[src/rtl/minutos_if.sv]
// Signal bundle between the minutes stage and its neighbours in the display chain.
// The master drives the carry-in, the mode switches and KEY; the slave returns the carry and digits.
interface minutos_if;
  logic       clockIN;
  logic       SW16;
  logic       SW17;
  logic       KEY;
  logic       clockOUT;
  logic [6:0] segU;
  logic [6:0] segT;

  modport master (
    output clockIN, SW16, SW17, KEY,
    input  clockOUT, segU, segT
  );

  modport slave (
    input  clockIN, SW16, SW17, KEY,
    output clockOUT, segU, segT
  );
endinterface

[src/rtl/minutos.sv]
// Minutes stage: a BCD 00-59 counter with run, clear and set modes.
// It drives two registered active-low 7-segment digits and a one-cycle hour carry.
module minutos (
  input  logic      clock,
  input  logic      reset,
  minutos_if.slave  bus
);

  typedef enum logic [1:0] {ModeRun, ModeClear, ModeSet} mode_e;

  mode_e      mode;
  logic [3:0] units;
  logic [2:0] tens;
  logic       key_s1, key_s2, key_prev;
  logic       carry;
  logic [6:0] seg_u, seg_t;
  logic       key_fall;
  logic       step;

  function automatic logic [6:0] seg_decode(input logic [3:0] d);
    logic [6:0] s;
    case (d)
      4'd0:    s = 7'b0000001;
      4'd1:    s = 7'b1001111;
      4'd2:    s = 7'b0010010;
      4'd3:    s = 7'b0000110;
      4'd4:    s = 7'b1001100;
      4'd5:    s = 7'b0100100;
      4'd6:    s = 7'b0100000;
      4'd7:    s = 7'b0001111;
      4'd8:    s = 7'b0000000;
      4'd9:    s = 7'b0000100;
      default: s = 7'b1111111;
    endcase
    return s;
  endfunction

  // Only the source selected by the registered mode may advance the count.
  always_comb begin
    key_fall = key_prev & ~key_s2;
    step     = 1'b0;
    if (mode == ModeRun) begin
      step = bus.clockIN;
    end else if (mode == ModeSet) begin
      step = key_fall;
    end
  end

  always_ff @(posedge clock) begin
    if (reset) begin
      mode     <= ModeRun;
      units    <= 4'd0;
      tens     <= 3'd0;
      key_s1   <= 1'b1;
      key_s2   <= 1'b1;
      key_prev <= 1'b1;
      carry    <= 1'b0;
      seg_u    <= 7'b0000001;
      seg_t    <= 7'b0000001;
    end else begin
      if (bus.SW16) begin
        mode <= ModeSet;
      end else if (bus.SW17) begin
        mode <= ModeClear;
      end else begin
        mode <= ModeRun;
      end

      key_s1   <= bus.KEY;
      key_s2   <= key_s1;
      key_prev <= key_s2;

      // Digits show the count as it stood before this edge: one cycle of display lag.
      seg_u <= seg_decode(units);
      seg_t <= seg_decode({1'b0, tens});

      carry <= 1'b0;
      if (mode == ModeClear) begin
        units <= 4'd0;
        tens  <= 3'd0;
      end else if (step) begin
        if (units == 4'd9) begin
          units <= 4'd0;
          if (tens == 3'd5) begin
            tens  <= 3'd0;
            carry <= (mode == ModeRun);
          end else begin
            tens <= tens + 3'd1;
          end
        end else begin
          units <= units + 4'd1;
        end
      end
    end
  end

  assign bus.clockOUT = carry;
  assign bus.segU     = seg_u;
  assign bus.segT     = seg_t;

endmodule
[src/flat_wrapper.sv]
// flat-port wrapper written by rule: the top's interface ports become plain ports
module minutos_flat 
  (clock, reset, bus_clockIN, bus_SW16, bus_SW17, bus_KEY, bus_clockOUT, bus_segU, bus_segT);
  minutos_if bus_i ();
  input  logic clock;
  input  logic reset;
  input wire logic [$bits(bus_i.clockIN)-1:0] bus_clockIN;
  input wire logic [$bits(bus_i.SW16)-1:0] bus_SW16;
  input wire logic [$bits(bus_i.SW17)-1:0] bus_SW17;
  input wire logic [$bits(bus_i.KEY)-1:0] bus_KEY;
  output wire logic [$bits(bus_i.clockOUT)-1:0] bus_clockOUT;
  output wire logic [$bits(bus_i.segU)-1:0] bus_segU;
  output wire logic [$bits(bus_i.segT)-1:0] bus_segT;
  assign bus_i.clockIN = bus_clockIN;
  assign bus_i.SW16 = bus_SW16;
  assign bus_i.SW17 = bus_SW17;
  assign bus_i.KEY = bus_KEY;
  assign bus_clockOUT = bus_i.clockOUT;
  assign bus_segU = bus_i.segU;
  assign bus_segT = bus_i.segT;
  minutos u_core (.clock(clock), .reset(reset), .bus(bus_i));
endmodule
[config.mk]
export PLATFORM = sky130hd
export DESIGN_NAME = minutos_flat
export DESIGN_NICKNAME = d
export VERILOG_FILES = /design/src/rtl/minutos_if.sv /design/src/rtl/minutos.sv /design/src/flat_wrapper.sv
export SDC_FILE = /design/constraint.sdc
export NUM_CORES = 1
export LEC_CHECK = 0
export BUFFER_PORTS_ARGS = -buffer_cell sky130_fd_sc_hd__buf_2
export CORE_MARGIN = 2
export CORE_UTILIZATION = 52
export CTS_BUF_LIST = sky130_fd_sc_hd__clkbuf_8
export DETAILED_ROUTE_END_ITERATION = 8
export PLACE_DENSITY = 0.77
export SLEW_MARGIN = 0
export SYNTH_ARGS = -nofsm -noshare
export SYNTH_HDL_FRONTEND = slang
export SYNTH_SLANG_ARGS = --single-unit
[constraint.sdc]
create_clock -name clock -period 1.45 [get_ports clock]
set_input_delay 0.145 -clock clock [delete_from_list [all_inputs] [get_ports clock]]
set_output_delay 0.145 -clock clock [all_outputs]
set_load 0.1 [all_outputs]
Word-level counts from Yosys, hierarchy flattened

Memory sizes are Yosys's and may differ from the RTL's. A register that Yosys moved wholly into a read port is not among the register bits.
Cells that the tools add are included.
W data, S select, Z words.

Add/sub/neg operators: 2
Eq/ne operators: 4
Mux-type cells: 6
Bitwise operators: 5
Reduce and logical (&&, ||, !) cells: 5

Operators with widths:

| kind                  | number |
|---|---|
| $reduce_or A5 Y1      | 1 |
| $add A4 B1 Y4 const B | 1 |
| $eq A4 B4 Y1 const B  | 1 |
| $mux W4               | 1 |
| $not A1 Y1            | 4 |
| $reduce_or A2 Y1      | 2 |
| $add A3 B1 Y3 const B | 1 |
| $eq A3 B3 Y1 const B  | 1 |
| $mux W1               | 3 |
| $mux W3               | 1 |
| $eq A2 B1 Y1 const B  | 1 |
| $eq A2 B2 Y1 const B  | 1 |
| $logic_not A2 Y1      | 1 |
| $mux W2               | 1 |
| $reduce_and A2 Y1     | 1 |
| $and A1 B1 Y1         | 1 |

Register bits after elaboration: 13
ROM bits: 168
Input bits: 6
Output and inout port bits: 15
Word-level logic and storage cells: 32
Memories: 2

Memory list:

| memory           | depth | bits a word | rd ports | clocked after memory_dff | write ports | line          | source |
|---|---|---|---|---|---|---|---|
| (name not given) | 16    | 7           | 1        | 1                        | 0           | minutos.sv:22 | `case (d)` |
| (name not given) | 8     | 7           | 1        | 1                        | 0           | minutos.sv:22 |  |

Logic depth before layout (Yosys ltp)

Word-level depth: 6
Mapped depth: 5
Depth with buffers taken out: 5

Worst setup path after synthesis

No wires, ideal clock.

Kind: reg-to-reg
Start: register u_core.units[1]
End: register u_core.carry (netlist: u_core.bus.clockOUT)
Setup time: 87 ps
Arrival: 1316 ps
Required time: 1363 ps
Path slack: 47 ps
Cell stages (with the launch flop): 6
Path buffers: 0
Period minus slack after synthesis: 1403 ps
Cell sequence: dfxtp_1 > inv_1 > ha_1 > nand3b_1 > a211o_4 > nor4_4

Word-level cells in the longest chain between the ends: 3

Ends and longest elaborated chain:

| what                       | line          | source |
|---|---|---|
| start, declared            | minutos.sv:12 | `logic [3:0] units;` |
| start signal, assigned     | minutos.sv:91 | `units <= units + 4'd1;` |
| $eq A4 B4 Y1               | minutos.sv:82 | `if (units == 4'd9) begin` |
| $not A1 Y1 (no line)       | --            |  |
| $reduce_or A5 Y1 (no line) | --            |  |
| end signal, assigned       | minutos.sv:86 | `carry <= (mode == ModeRun);` |
| end, declared              | minutos.sv:15 | `logic carry;` |

No other way between the ends.
A chain may end at the register's enable or synchronous reset.

Worst setup path in the final report

Start: register u_core.tens[1]
End: register u_core.tens[2]

Word-level cells in the longest chain between the ends: 2
Elaborated cells on any way between the ends: 3
Those cells by class: add/sub (1); eq/ne (1); mux (1)

Ends and longest elaborated chain:

| what                                                 | line                         | source |
|---|---|---|
| start, declared                                      | minutos.sv:13                | `logic [2:0] tens;` |
| start signal, assigned                               | minutos.sv:88                | `tens <= tens + 3'd1;` |
| $add A3 B1 Y3 / $eq A3 B3 Y1 (equally long branches) | minutos.sv:88, minutos.sv:84 |  |
| $mux W3 (*)                                          | minutos.sv:84                | `if (tens == 3'd5) begin` |

Mark *: on every way between the ends. The rest lies on a longest branch, timed or not.

==> impl_results.rst <==
.. list-table::
   :header-rows: 1

   * - Metric
     - Value
   * - Outcome
     - finished, final reports clean
   * - Fraction of synthesized cell area taken by the top area cell type
     - 41.6%
   * - Number of logic stages on the critical path including buffering
     - 5
   * - Crit-path leading delay family
     - compound AO/OA/AOI/OAI gates
   * - Width of the chip
     - 54.0 um
   * - Most common cell after layout, fill and taps aside
     - sky130_fd_sc_hd__dfxtp_1
   * - Sequence of cells on the critical path
     - inv_1 > ha_2 > nor2_1 > a2111oi_1 > o32ai_1
   * - Startpoint type of the worst setup path
     - flop
   * - Required time at the worst-slack endpoint
     - 1.61 ns
   * - Sum Neg Setup Slack
     - 0 ns
   * - Delay of the slowest critical-path stage
     - 0.40 ns
   * - Critical Setup Path Class
     - reg -> reg
   * - Port Buffers
     - 20
   * - Area of the die
     - 2910 um^2
   * - Sequential fraction of design power
     - 55.3%
   * - Master of the slowest instance on the critical path
     - sky130_fd_sc_hd__a2111oi_1
   * - DRC violation count after routing
     - 0
   * - Endpoints failing hold
     - 0
   * - Net total in the final layout
     - 183
   * - Synth Register Bits
     - 27
   * - Vias
     - 1074
   * - Max Clk Rate
     - 733 MHz
   * - Initial Utilization
     - 53.9%
   * - Combined global-route utilization of all metal layers
     - 19.8%
   * - Antenna Nets Post-Route
     - 0
   * - Post-layout minimum cycle time
     - 1.36 ns
   * - CP Buf/Inv Count
     - 1
   * - Clock tree from TritonCTS
     - built
   * - Unique masters post-synth
     - 41
   * - RePlAce Congestion
     - 0.870
   * - Setup slack of the critical path after layout
     - 0.0860 ns
   * - Max IR drop VDD
     - 0.856 mV
   * - Net switching power of the design
     - 375 uW
   * - Net Sw Frac
     - 26.9%
   * - Antenna violations before repair
     - 0
   * - Combinational share of power
     - 14.4%
   * - Measured slew at the worst slew-check pin
     - 0.486 ns
   * - Final worst clock skew
     - 0.00376 ns
   * - Clk pin slew, worst setup/hold paths
     - 0.09 ns
   * - Sequential share of the synthesized area
     - 41.6%
   * - Number of inserted diodes
     - 0
   * - Pwr Density
     - 897 nW/um^2
   * - Avg WL per Cell
     - 12.7 um
   * - Worst-case reg-to-reg path depth
     - 5
   * - Leading cell types by total area after synthesis
     - sky130_fd_sc_hd__dfxtp_1 42%, sky130_fd_sc_hd__ha_1 11%, sky130_fd_sc_hd__nand2b_1 4.3%, sky130_fd_sc_hd__a21oi_1 4.2%, sky130_fd_sc_hd__nand3_1 3.5%
   * - Wire length of the first global-routing pass
     - 4260 um
   * - Via density per instance
     - 5.51
   * - CP max FO
     - 6
   * - Most frequent cells in the layout
     - 23 x sky130_fd_sc_hd__dfxtp_1, 20 x sky130_fd_sc_hd__buf_2, 11 x sky130_fd_sc_hd__a21oi_1, 11 x sky130_fd_sc_hd__buf_4
   * - Post-CTS Hold Buffers
     - 0
   * - Number of I/O pins
     - 21
   * - Post-route standard cell area excluding fillers
     - 1550 um^2
   * - Level count of the clock H-tree
     - 1
   * - Max-cap viol count
     - 0
   * - Part of the power in the clock network
     - 30.3%
   * - First-pass iteration count of the detailed router
     - 4
   * - Max transition margin
     - 67.9%
   * - Max-slew violation count
     - 0
   * - Root buffer selected by CTS
     - sky130_fd_sc_hd__clkbuf_8
   * - Post-DP Area
     - 1480 um^2
   * - Critical path data arrival time
     - 1.52 ns
   * - Lkg Pwr
     - 0.000647 uW
   * - Worst Setup Slack post-DPL
     - -0.00697 ns
   * - Unrepaired setup endpoints after global routing
     - no
   * - Overall Power
     - 1390 uW
   * - Final HPWL from detailed placement
     - 1850 um
   * - Share of cells above drive strength 1
     - 30.9%
   * - Avg Inst Size Synth
     - 9.41 um^2
   * - Number of clock buffers inserted by TritonCTS
     - 3
   * - Int Power
     - 1020 uW
   * - DRT iter0 DRCs
     - 31
   * - Clk buf depth
     - 2
   * - Clock sinks
     - 27
   * - Row Count
     - 18
   * - Setup violation total in the final timing report
     - 0
   * - Reg2reg setup slack
     - 0.09 ns
   * - Area growth from synthesis to layout
     - 19.6%
   * - CORE AREA
     - 2410 um^2
   * - Clock latency at the later pin of the worst-skew pair
     - 0.27 ns
   * - HP Class
     - in -> reg
   * - Pin count of the biggest net entering global routing
     - 18
   * - Cell count after synthesis
     - 138
   * - Vertical die dimension
     - 54.0 um
   * - Total nets after synthesis
     - 155
   * - Library cell with the largest summed area after synthesis
     - sky130_fd_sc_hd__dfxtp_1
   * - Part of the cycle the worst path needs
     - 94.1%
   * - Crit path capture type
     - flop
   * - Remaining Overflow, GRT
     - 0
   * - Yosys warning count
     - 0
   * - Cells on Worst Hold Path
     - 2
   * - Via count of the first global-routing pass
     - 1019
   * - Total routed wirelength
     - 2480 um
   * - Area of the mapped netlist
     - 1300 um^2
==> cells in the mapped netlist (all sizes together) <==
master    n
a2111o    1
a2111oi   1
a211o     1
a211oi    1
a21o      1
a21oi    11
a221o     1
a221oi    1
a31oi     1
and2b     1
and3      1
and3b     1
buf       6
clkbuf    2
dfxtp    27
ha       11
inv      10
mux2      1
mux2i     2
nand2     5
nand2b   10
nand3     9
nand3b    2
nand4     2
nand4bb   1
nor2      5
nor2b     1
nor3      1
nor3b     1
nor4      2
o2111ai   1
o211a     1
o211ai    4
o21ai     4
o22ai     2
o32ai     2
or2       4
==> kinds of logic (layout without fill, tap and decap cells) <==
group / count (synthesis) / in the layout / synth area share [%]
AND/OR/NAND/NOR: 46 / 46 / 21.9
AO/OA/AOI/OAI: 33 / 33 / 17.8
flip-flops: 27 / 27 / 41.6
buffers and inverters: 18 / 45 / 5.68
adder cells (fa/ha/maj): 11 / 11 / 10.6
multiplexers: 3 / 3 / 2.41
==> worst reg2reg max path, delay by kind of cell, from the launching register on <==
family | cells | cell delay [ns]
AOI/OAI and AO/OA | 2 | 0.53
adders and majority gates | 1 | 0.22
buffers and inverters | 1 | 0.09
DFF | 1 | 0.36
and+or+nand+nor | 1 | 0.06
==> per-stage QoR <==
stage / std cells / utilization [%] / hold slack (ns)
2_1_floorplan: 138 / - / 0.221
3_3_place_gp: 190 / 61.2 / 0.321
3_5_place_dp: 190 / 61.2 / 0.324
4_1_cts: 194 / 63.3 / 0.0287
5_1_grt: 195 / 64.4 / 0.0313
6_report: 195 / 64.4 / 0.0365
==> layer usage <==
metal,track usage (%),wire [um]
met2,33.7,1210
met5,0,0
met3,5.83,124
met4,4.58,12
met1,24.5,1130
==> flip-flops by register name, indices dropped and copies added (netlist names) <==
register / cells
u_core.bus.clockOUT: 1
u_core.tens: 3
u_core.bus.segU: 7
u_core.key_s2: 1
u_core.units: 4
u_core.bus.segT: 7
u_core.key_prev: 1
u_core.key_s1: 1
u_core.mode: 2
==> worst paths after layout <==
path,startpoint,to
setup / recovery,u_core.tens[1],u_core.tens[2]
hold / removal,bus_SW16,u_core.mode[0]
setup reg to reg,u_core.tens[1],u_core.tens[2]
hold reg to reg,u_core.key_s1,u_core.key_s2
==> repair_timing <==
item / 4_1_cts / 5_1_grt
setup buffers: 0 / 1
endpoints found under the setup margin: 1 / 4
cloned: 0 / 0
pin swaps: 1 / 2
resized for setup: 1 / 8
==> power groups by stage <==
stage               clock [uW]  sequential, uW  combinational (uW)
finish                     422             771                 200
global route               471             774                 217
floorplan                    0             855                78.2
CTS                        441             769                 195
detailed placement           0             787                 194
global placement             0             786                 192
==> cell type report <==
class                      instances  area [um^2]
clock inverter                     1         7.51
fill                             190          857
sequential                        27          546
timing repair buffer              31          183
clock buffer                       3         41.3
multi-input combinational         93          701
inverter                          10         37.5
tap                               30         37.5
(Power assumes the default switching activity.)
